**src/rtl/seq_detector_prog.sv**
```systemverilog
// Runtime-programmable serial bit-pattern detector: pattern length up to MAX_LEN,
// optional overlapping matches, input qualifier and a saturating match counter.
module seq_detector_prog #(
  parameter int                 MAX_LEN     = 8,
  parameter int                 LEN_W       = 4,
  parameter int                 CNT_W       = 8,
  parameter logic [MAX_LEN-1:0] DEF_PATTERN = 'b0000_1011,
  parameter logic [LEN_W-1:0]   DEF_LEN     = 4,
  parameter logic               DEF_OVERLAP = 1'b0
) (
  input  logic               clk,
  input  logic               rst,
  input  logic               in_valid,
  input  logic               in,
  input  logic               cfg_load,
  input  logic [MAX_LEN-1:0] cfg_pattern,
  input  logic [LEN_W-1:0]   cfg_len,
  input  logic               cfg_overlap,
  input  logic               cnt_clr,
  output logic               match,
  output logic [CNT_W-1:0]   match_count
);

  localparam logic [LEN_W-1:0] MAX_L   = LEN_W'(MAX_LEN);
  localparam logic [CNT_W-1:0] CNT_MAX = {CNT_W{1'b1}};

  logic [MAX_LEN-1:0] pat_q;
  logic [LEN_W-1:0]   len_q;
  logic               ovl_q;
  logic [MAX_LEN-1:0] hist_q, hist_d;
  logic [LEN_W-1:0]   fill_q, fill_d;
  logic               match_q, match_d;
  logic [CNT_W-1:0]   cnt_q, cnt_d;

  logic [LEN_W-1:0]   eff_len;
  logic [MAX_LEN-1:0] mask;
  logic [MAX_LEN-1:0] shifted;
  logic [LEN_W-1:0]   fill_inc;
  logic               hit;

  // Lengths beyond the shift register are clamped; zero disables matching.
  assign eff_len  = (len_q > MAX_L) ? MAX_L : len_q;
  assign shifted  = {hist_q[MAX_LEN-2:0], in};
  assign fill_inc = (fill_q >= MAX_L) ? MAX_L : fill_q + LEN_W'(1);

  always_comb begin
    mask = '0;
    for (int i = 0; i < MAX_LEN; i++) begin
      mask[i] = (i < int'(eff_len));
    end
  end

  // fill guards the compare so the cleared history never fakes an all-zero match.
  assign hit = in_valid && !cfg_load && (eff_len != '0) && (fill_inc >= eff_len) &&
               (((shifted ^ pat_q) & mask) == '0);

  always_comb begin
    hist_d  = hist_q;
    fill_d  = fill_q;
    match_d = hit;
    cnt_d   = cnt_q;
    if (cfg_load) begin
      hist_d = '0;
      fill_d = '0;
    end else if (in_valid) begin
      hist_d = shifted;
      fill_d = (hit && !ovl_q) ? '0 : fill_inc;
    end
    if (cnt_clr) begin
      cnt_d = hit ? CNT_W'(1) : '0;
    end else if (hit && (cnt_q != CNT_MAX)) begin
      cnt_d = cnt_q + CNT_W'(1);
    end
  end

  always_ff @(posedge clk) begin
    if (rst) begin
      pat_q   <= DEF_PATTERN;
      len_q   <= DEF_LEN;
      ovl_q   <= DEF_OVERLAP;
      hist_q  <= '0;
      fill_q  <= '0;
      match_q <= 1'b0;
      cnt_q   <= '0;
    end else begin
      if (cfg_load) begin
        pat_q <= cfg_pattern;
        len_q <= cfg_len;
        ovl_q <= cfg_overlap;
      end
      hist_q  <= hist_d;
      fill_q  <= fill_d;
      match_q <= match_d;
      cnt_q   <= cnt_d;
    end
  end

  assign match       = match_q;
  assign match_count = cnt_q;

endmodule

```
**config.mk**
```make
export PLATFORM = sky130hd
export DESIGN_NAME = seq_detector_prog
export DESIGN_NICKNAME = d
export VERILOG_FILES = /design/src/rtl/seq_detector_prog.sv
export SDC_FILE = /design/constraint.sdc
export NUM_CORES = 1
export LEC_CHECK = 0
export BUFFER_PORTS_ARGS = -buffer_cell sky130_fd_sc_hd__buf_2
export CAP_MARGIN = 20
export CORE_ASPECT_RATIO = 1.4
export CORE_UTILIZATION = 54
export CTS_BUF_LIST = sky130_fd_sc_hd__clkbuf_16
export DETAILED_ROUTE_END_ITERATION = 6
export GPL_TIMING_DRIVEN = 1
export PLACE_DENSITY = 0.83
export SLEW_MARGIN = 5
export SYNTH_ARGS = -nofsm -noshare
export SYNTH_HDL_FRONTEND = slang
export SYNTH_SLANG_ARGS = --single-unit
export TNS_END_PERCENT = 10
```
**constraint.sdc**
```tcl
create_clock -name clk -period 3.6 [get_ports clk]
set_input_delay 0.72 -clock clk [delete_from_list [all_inputs] [get_ports clk]]
set_output_delay 0.72 -clock clk [all_outputs]
set_load 0.005 [all_outputs]
```
==> results of run 1 <==
area by class of cell:
| cell class | count | area, µm² |
|---|---|---|
| clock buffers | 5 | 125 |
| multi-input cells | 126 | 876 |
| inverters | 5 | 18.8 |
| fillers | 238 | 820 |
| clock inverters | 3 | 17.5 |
| repair buffers | 27 | 135 |
| flip-flops and latches | 33 | 661 |
| well taps | 36 | 45.0 |
kinds of logic after synthesis:
kind of cell / after synthesis
simple gates: 66
flops: 33
compound gates: 24
mux: 17
xor+xnor: 12
buf+inv: 12
fa+ha+maj: 7
registers in the layout, summed over array words and instances, names as in the netlist:
| register | count |
|---|---|
| match | 1 |
| fill_q | 4 |
| len_q | 4 |
| pat_q | 8 |
| hist_q | 7 |
| ovl_q | 1 |
| match_count | 8 |
power groups by stage:
stage | sequential, mW | combinational (mW) | clock (mW)
detailed placement | 0.394 | 0.0672 | 0
CTS | 0.387 | 0.0682 | 0.410
finish | 0.387 | 0.0681 | 0.403
floorplan | 0.391 | 0.0497 | 0
global route | 0.388 | 0.0764 | 0.424
global placement | 0.393 | 0.0639 | 0
cells in the final DEF (no fill, tap or decap), types with 7 or more instances in the layout:
| cell | Yosys | final |
|---|---|---|
| xor2_1 | 8 | 8 |
| nand2_1 | 7 | 7 |
| nor2_1 | 28 | 28 |
| dfxtp_1 | 33 | 33 |
| buf_2 | 0 | 27 |
| mux2i_1 | 17 | 17 |
| ha_1 | 7 | 7 |
through the flow:
stage,cells,util (%),hold slack (ns)
3_5_place_dp,227,64.3,0.499
4_1_cts,235,69.6,0.507
3_3_place_gp,227,64.3,0.478
5_1_grt,235,69.6,0.527
6_report,235,69.6,0.506
2_1_floorplan,171,-,0.462
how the worst min path moves through the flow:
stage | cells after the start | endpoint
after floorplan | 2 | ovl_q
after global placement | 2 | match_count[5]
after detailed placement | 2 | match_count[7]
after CTS | 2 | match_count[7]
after global routing | 2 | match_count[7]
final | 2 | match_count[5]
layer usage:
metal	share of wire [%]	vias up	wire length, µm	global-route usage, %
met4	2.0	0	66	12.8
met5	0	-	0	0
met3	6.5	10	212	11.5
li1	-	652	-	-
met1	35	594	1140	20.5
met2	57	49	1860	42.7
worst max-delay path: stages (launching register included):
cell	delay (ns)
dfxtp_1	0.37
ha_1	0.19
xnor2_1	0.12
nor2_1	0.08
ha_1	0.28
nor3_1	0.04
nor4b_1	0.35
nand4b_2	0.26
or4_4	0.60
or3_1	0.32
a21oi_1	0.14
==> impl_metrics.tcl, run 1 <==
set metrics [dict create \
    status "complete, no violations" \
    crit_end "match_count[7]" \
    root_buffer "clkbuf_16" \
    sequentialPowerShare_pct 45.1 \
    first_pass_iters 5 \
    placed_cell_area_mm2 0.00174 \
    wl_per_cell_um 13.9 \
    path_max_fanout 7 \
    worstHoldStart "match_count[5]" \
    synthAdderAreaFrac_pct 5.54 \
    clkPwrFrac_pct 47.0 \
    worstMarginPinSlew_ns 0.603 \
    slew_headroom_pct 59.3 \
    comb_power_share_pct 7.9 \
    grt_pass1_vias 1266 \
    clock_latency_ns 0.28 \
    synth.mux.area_fraction_pct 10.8 \
    antenna_found_initial 0 \
    syn_inst 171 \
    area_delta_synth_final_pct 18.7 \
    p_int_uw 662 \
    port_buffers 27 \
    synthFlopType "dfxtp_1" \
    fin_total_pwr_uw 857 \
    synth_area_leaders "dfxtp_1, mux2i_1, nor2_1" \
    yosys_warnings 0 \
    power_density_mw_per_mm2 457 \
    timing.rr.start "fill_q[1]" \
    core-area_mm2 0.00270 \
    switching_share_pct 22.8 \
    finalCriticalPeriod_ns 2.83 \
    htree_levels 2 \
    maxCapViolations 0 \
    netlist_area_mm2 0.00158 \
    antenna_left 0 \
    num_rows 22 \
    grt_pass1_wl_mm 5.11 \
    synth_common_cells "dfxtp_1, nor2_1, mux2i_1" \
    diodes 0 \
    viasPerCell 5.55 \
    num_vias 1305 \
    drive_gt1_share_pct 21.1 \
    hold_path_class "flop to flop" \
    fin_ws_ns 0.771 \
    fin_nets 224 \
    postSynth.asyncResetShare_pct 0 \
    routed_wl_mm 3.27 \
    critPathArrivalTime_ns 3.04 \
    rrSetupSlack_ns 0.77 \
    maxSlewViolCount 0 \
    setup_tns_ns 0 \
    synth_fp_nets 197 \
    cts_made_buffers 5 \
    cts_setup_buffers 0 \
    fp.dieArea_mm2 0.00315 \
    synth_top_family_by_area "simple AND/OR/NAND/NOR gates" \
    final_area_mm2 0.00188 \
    synth_area_leader_cell "dfxtp_1" \
    overflow 0 \
    critPathCaptureType "flop" \
    die_width_um 47.7 \
    synth_xor_area_share_pct 6.65 \
    post-place-ws_ns 0.762 \
    die_h_um 66.0 \
    synth_top_cell_area_share_pct 41.8 \
    p_switching_uw 196 \
    start_util_pct 58.6 \
    cts_resized 0 \
    worst-r2r-cell-count 10 \
    avgSynthCellArea_um2 9.25 \
    period_share_pct 78.6 \
    startpoint "fill_q[1]" \
    yosysMostFrequentCell "dfxtp_1" \
    hold_viol_final 0 \
    hold_buffers 0 \
    grt_max_degree 20 \
    drt_iter0_markers 25 \
    clock_path_buffers 2 \
    synth_simple_gate_area_share_pct 21.5 \
    setup_viol 0 \
    gp_congestion 0.827 \
    ys_seq_area_share_pct 41.8 \
    io_pins 28 \
    ys_types 35 \
    start_kind "flop" \
    rsz0062_at_grt "false" \
    critical_path_required_ns 3.81 \
    drc_errors 0 \
    finClkSkew_ns 0.00313 \
    clk_pin_slew_worst_paths_ns 0.05 \
    clock-sinks 33 \
    r2r_end "match_count[7]" \
    vdd_drop_max_mv 0.384 \
    synth-edff-count 0 \
    ys_ff_latch 33 \
    place_hpwl_mm 2.45 \
    grt_usage_pct 24.1 \
    cts_tree "built" \
    criticalPathCategory "flop to flop" \
    max_freq_mhz 353 \
    synth_compound_area_share_pct 10.9 \
    leakage_nw 0.845 \
]
Power figures use the tool's default switching activity.
==> inputs of run 2 (changes only) <==
CORE_UTILIZATION = 49   (was 54)
PLACE_DENSITY = 0.8   (was 0.83)
clock period = 2.4 ns   (was 3.6 ns; I/O delays follow)
==> impl_metrics.tcl, run 2 (synthesized netlist as in run 1, its figures left out) <==
set metrics [dict create \
    drive_gt1_share_pct 28.6 \
    fp.dieArea_mm2 0.00346 \
    setup_tns_ns -1.64 \
    final_area_mm2 0.00202 \
    first_pass_iters 4 \
    root_buffer "clkbuf_16" \
    fin_util_pct 65.3 \
    io_pins 28 \
    vdd_drop_max_mv 0.487 \
    hold_viol_final 0 \
    drc_errors 0 \
    critPathCaptureType "flop" \
    die_h_um 69.2 \
    num_vias 1330 \
    path_max_fanout 3 \
    clock-sinks 33 \
    max_freq_mhz 381 \
    power_density_mw_per_mm2 637 \
    layout_common_cells "dfxtp_1, nor2_1, buf_2" \
    place_hpwl_mm 2.43 \
    setup_viol 9 \
    gp_congestion 0.857 \
    routed_wl_mm 3.49 \
    wl_per_cell_um 14.0 \
    grt_max_degree 19 \
    slew_headroom_pct 68.2 \
    final_cells 249 \
    period_share_pct 109 \
    violations "negative setup slack" \
    multiInputGateArea_um2 932 \
    worstMarginPinSlew_ns 0.473 \
    area_delta_synth_final_pct 27.7 \
    grt_pass1_vias 1275 \
    placed_cell_area_mm2 0.00181 \
    critPathArrivalTime_ns 2.84 \
    maxCapViolations 0 \
    grt_usage_pct 22.2 \
    grt_pass1_wl_mm 5.74 \
    fin_total_pwr_mw 1.29 \
    die_width_um 50.0 \
    finClkSkew_ns 0.00292 \
    core-area_mm2 0.00309 \
    seq_area_um2 666 \
    num_rows 24 \
    layout_commonest_cell "dfxtp_1" \
    port_buffers 27 \
    cts_tree "built" \
    diodes 0 \
    clk_pin_slew_worst_paths_ns 0.05 \
    whs_ns 0.412 \
    antenna_left 0 \
    htree_levels 2 \
    drt_iter0_markers 50 \
    status "complete, but fails checks" \
    post-place-ws_ns -0.217 \
    dp.cells 240 \
    fin_nets 235 \
    leakage_nw 0.908 \
    critical_path_required_ns 2.61 \
    hold_path_class "primary input to flop" \
    start_kind "flop" \
    criticalPathCategory "flop to flop" \
    viasPerCell 5.34 \
    fillers 262 \
    clock_latency_ns 0.28 \
    clock_path_buffers 2 \
    finalCriticalPeriod_ns 2.62 \
    cts_made_buffers 5 \
    rsz0062_at_grt "true" \
    hold_buffers 0 \
    maxSlewViolCount 0 \
    start_util_pct 51.1 \
    fin_ws_ns -0.224 \
    overflow 0 \
    antenna_found_initial 0 \
]
==> run 2: cell count changes in the layout (fill, tap and decap cells not counted), sizes merged <==
cell / before / now
clkinv: 2 / 0
buf: 27 / 38
inv: 5 / 8
clkinvlp: 1 / 0
==> run 2: worst max-delay path, stage by stage, from the launching register on <==
cell,delay (ns)
dfxtp_4,0.35
ha_4,0.16
xnor2_2,0.17
nor2_2,0.08
ha_4,0.27
nor3_1,0.04
nor4b_2,0.32
nand4b_2,0.17
or4_4,0.55
or3_4,0.34
a21oi_2,0.12
==> run 2: layout make-up <==
cell class / count / share of cell area (%)
tap: 39 / 2.42
clock inverter: 3 / 0.558
inverter: 5 / 0.929
clock buffer: 5 / 6.20
sequential: 33 / 33.0
multi-input combinational: 126 / 46.2
timing repair buffer: 38 / 10.8
==> run 2: timing repair <==
action | in CTS | in global routing
resized for setup | 6 | 10
buffers inserted | 0 | 1
hold endpoints to repair | 0 | 0
pin swaps | 2 | 5
endpoints found under the setup margin | 11 | 12
==> run 2: worst paths after layout <==
| kind | start | end | slack [ns] | depth (start not counted) |
|---|---|---|---|---|
| min | cfg_pattern[0] | pat_q[0] | 0.41 | 2 |
| min reg2reg | pat_q[4] | pat_q[4] | 0.51 | 2 |
| max reg2reg | fill_q[0] | match_count[5] | -0.22 | 10 |
| max | fill_q[0] | match_count[5] | -0.22 | 10 |
==> run 2: report_power, final <==
| group | switching (mW) | leakage [nW] | internal, mW | total [mW] |
|---|---|---|---|---|
| Clock | 0.214 | 0.0776 | 0.372 | 0.586 |
| Combinational | 0.0593 | 0.560 | 0.0615 | 0.121 |
| Sequential | 0.0147 | 0.270 | 0.564 | 0.579 |
| Total | 0.288 | 0.908 | 0.998 | 1.29 |
==> run 2: per-layer routing <==
| layer | up-vias | wire (µm) | track usage, % | share of wire, % |
|---|---|---|---|---|
| met2 | 33 | 1880 | 39.1 | 54 |
| met4 | 0 | 83 | 9.52 | 2.4 |
| li1 | 673 | - | - | - |
| met5 | - | 0 | 0 | 0 |
| met1 | 615 | 1400 | 24.1 | 40 |
| met3 | 9 | 124 | 6.14 | 3.6 |
==> inputs of run 3 (changes only) <==
GPL_TIMING_DRIVEN = 0   (was 1)
==> impl_metrics.tcl, run 3 (synthesized netlist as in run 1, its figures left out) <==
set metrics [dict create \
    clock-sinks 33 \
    hold_path_class "primary input to flop" \
    critical_path_required_ns 2.60 \
    clock_latency_ns 0.28 \
    die_width_um 50.0 \
    path_max_fanout 5 \
    gp_congestion 0.799 \
    root_buffer "clkbuf_16" \
    antenna_found_initial 0 \
    grt_usage_pct 20.9 \
    clk_pin_slew_worst_paths_ns 0.05 \
    fillers 252 \
    place_hpwl_mm 2.36 \
    maxSlewViolCount 0 \
    num_rows 24 \
    vdd_drop_max_mv 0.530 \
    num_vias 1385 \
    clock_path_buffers 2 \
    grt_max_degree 11 \
    area_delta_synth_final_pct 30.4 \
    finalCriticalPeriod_ns 2.72 \
    critPathArrivalTime_ns 2.92 \
    clkPwrFrac_pct 44.7 \
    drt_iter0_markers 31 \
    finClkSkew_ns 0.00769 \
    worstMarginPinSlew_ns 0.739 \
    power_density_mw_per_mm2 622 \
    p_switching_uw 287 \
    hold_viol_final 0 \
    die_h_um 69.2 \
    routed_wl_mm 3.57 \
    drive_gt1_share_pct 29.3 \
    antenna_left 0 \
    seq_area_um2 669 \
    leakage_nw 0.902 \
    final_area_mm2 0.00206 \
    diodes 0 \
    drc_errors 0 \
    switching_share_pct 22.4 \
    setup_viol 11 \
    cts_made_buffers 5 \
    p_int_uw 995 \
    status "complete, but fails checks" \
    slew_headroom_pct 50.1 \
    grt_pass1_wl_mm 5.38 \
    hold_buffers 0 \
    io_pins 28 \
    violations "negative setup slack" \
    placed_cell_area_mm2 0.00176 \
    criticalPathCategory "flop to flop" \
    port_buffers 25 \
    wl_per_cell_um 14.4 \
    rsz0062_at_grt "true" \
    fin_ws_ns -0.315 \
    multiInputGateArea_um2 998 \
    overflow 0 \
    viasPerCell 5.61 \
    post-place-ws_ns -0.310 \
    layout_common_cells "dfxtp_1, nor2_1, buf_2" \
    max_freq_mhz 368 \
    start_kind "flop" \
    critPathCaptureType "flop" \
    cts_tree "built" \
    fp.dieArea_mm2 0.00346 \
    layout_commonest_cell "dfxtp_1" \
    first_pass_iters 4 \
    maxCapViolations 0 \
    fin_total_pwr_mw 1.28 \
    start_util_pct 51.1 \
    htree_levels 2 \
    core-area_mm2 0.00309 \
    fin_nets 235 \
    grt_pass1_vias 1235 \
    sequentialPowerShare_pct 45.3 \
    comb_power_share_pct 10.0 \
    period_share_pct 113 \
]
[run 3: metrics by stage]
stage / hold WS [ns] / utilization, % / setup TNS [ns] / instances
6_report: 0.407 / 66.7 / -1.52 / 247
5_1_grt: 0.412 / 66.7 / -2.99 / 247
4_1_cts: 0.408 / 62.1 / -0.959 / 242
3_5_place_dp: 0.487 / 56.8 / -2.46 / 235
3_3_place_gp: 0.480 / 56.8 / -1.65 / 235
2_1_floorplan: 0.462 / - / -0.172 / 171
[run 3: power by group through the flow]
| stage | Sequential, mW | Combinational (mW) | Clock [mW] |
|---|---|---|---|
| floorplan | 0.586 | 0.0746 | 0 |
| global placement | 0.591 | 0.101 | 0 |
| detailed placement | 0.592 | 0.104 | 0 |
| CTS | 0.582 | 0.111 | 0.579 |
| global route | 0.582 | 0.140 | 0.613 |
| finish | 0.581 | 0.128 | 0.573 |
[run 3: cell type report]
cell class / count / share of cell area (%)
multi-input cells: 126 / 48.4
repair buffers: 31 / 8.25
clock buffers: 5 / 6.07
clock inverters: 1 / 0.243
plain buffers: 7 / 1.27
flip-flops and latches: 33 / 32.5
inverters: 5 / 0.910
well taps: 39 / 2.37
[run 3: worst paths after layout]
check	from	end	slack, ns	cells past startpoint
max	fill_q[0]	match_count[5]	-0.32	10
min	cfg_pattern[0]	pat_q[0]	0.41	2
max reg2reg	fill_q[0]	match_count[5]	-0.32	10
min reg2reg	hist_q[6]	hist_q[6]	0.52	2
[run 3: worst max-delay path: stages, from the launching register on]
cell and delay, ns:
dfxtp_4 0.35, ha_4 0.16, xnor2_2 0.16, nor2_2 0.08
ha_4 0.27, nor3_2 0.05, nor4b_4 0.34, nand4b_4 0.17
or4_4 0.57, or3_4 0.38, a21oi_2 0.12
[run 3: layer usage]
| metal | global-route usage, % | vias up | share of wire [%] |
|---|---|---|---|
| met5 | 0 | - | 0 |
| met4 | 8.57 | 0 | 3.6 |
| met3 | 6.80 | 17 | 5.0 |
| met2 | 37.5 | 48 | 53 |
| met1 | 21.3 | 647 | 39 |
| li1 | - | 673 | - |
[run 3: timing repair]
item / in CTS / in global routing
setup buffers: 1 / 5
setup endpoints to repair: 12 / 12
pin swaps: 3 / 10
gates resized for setup: 8 / 18
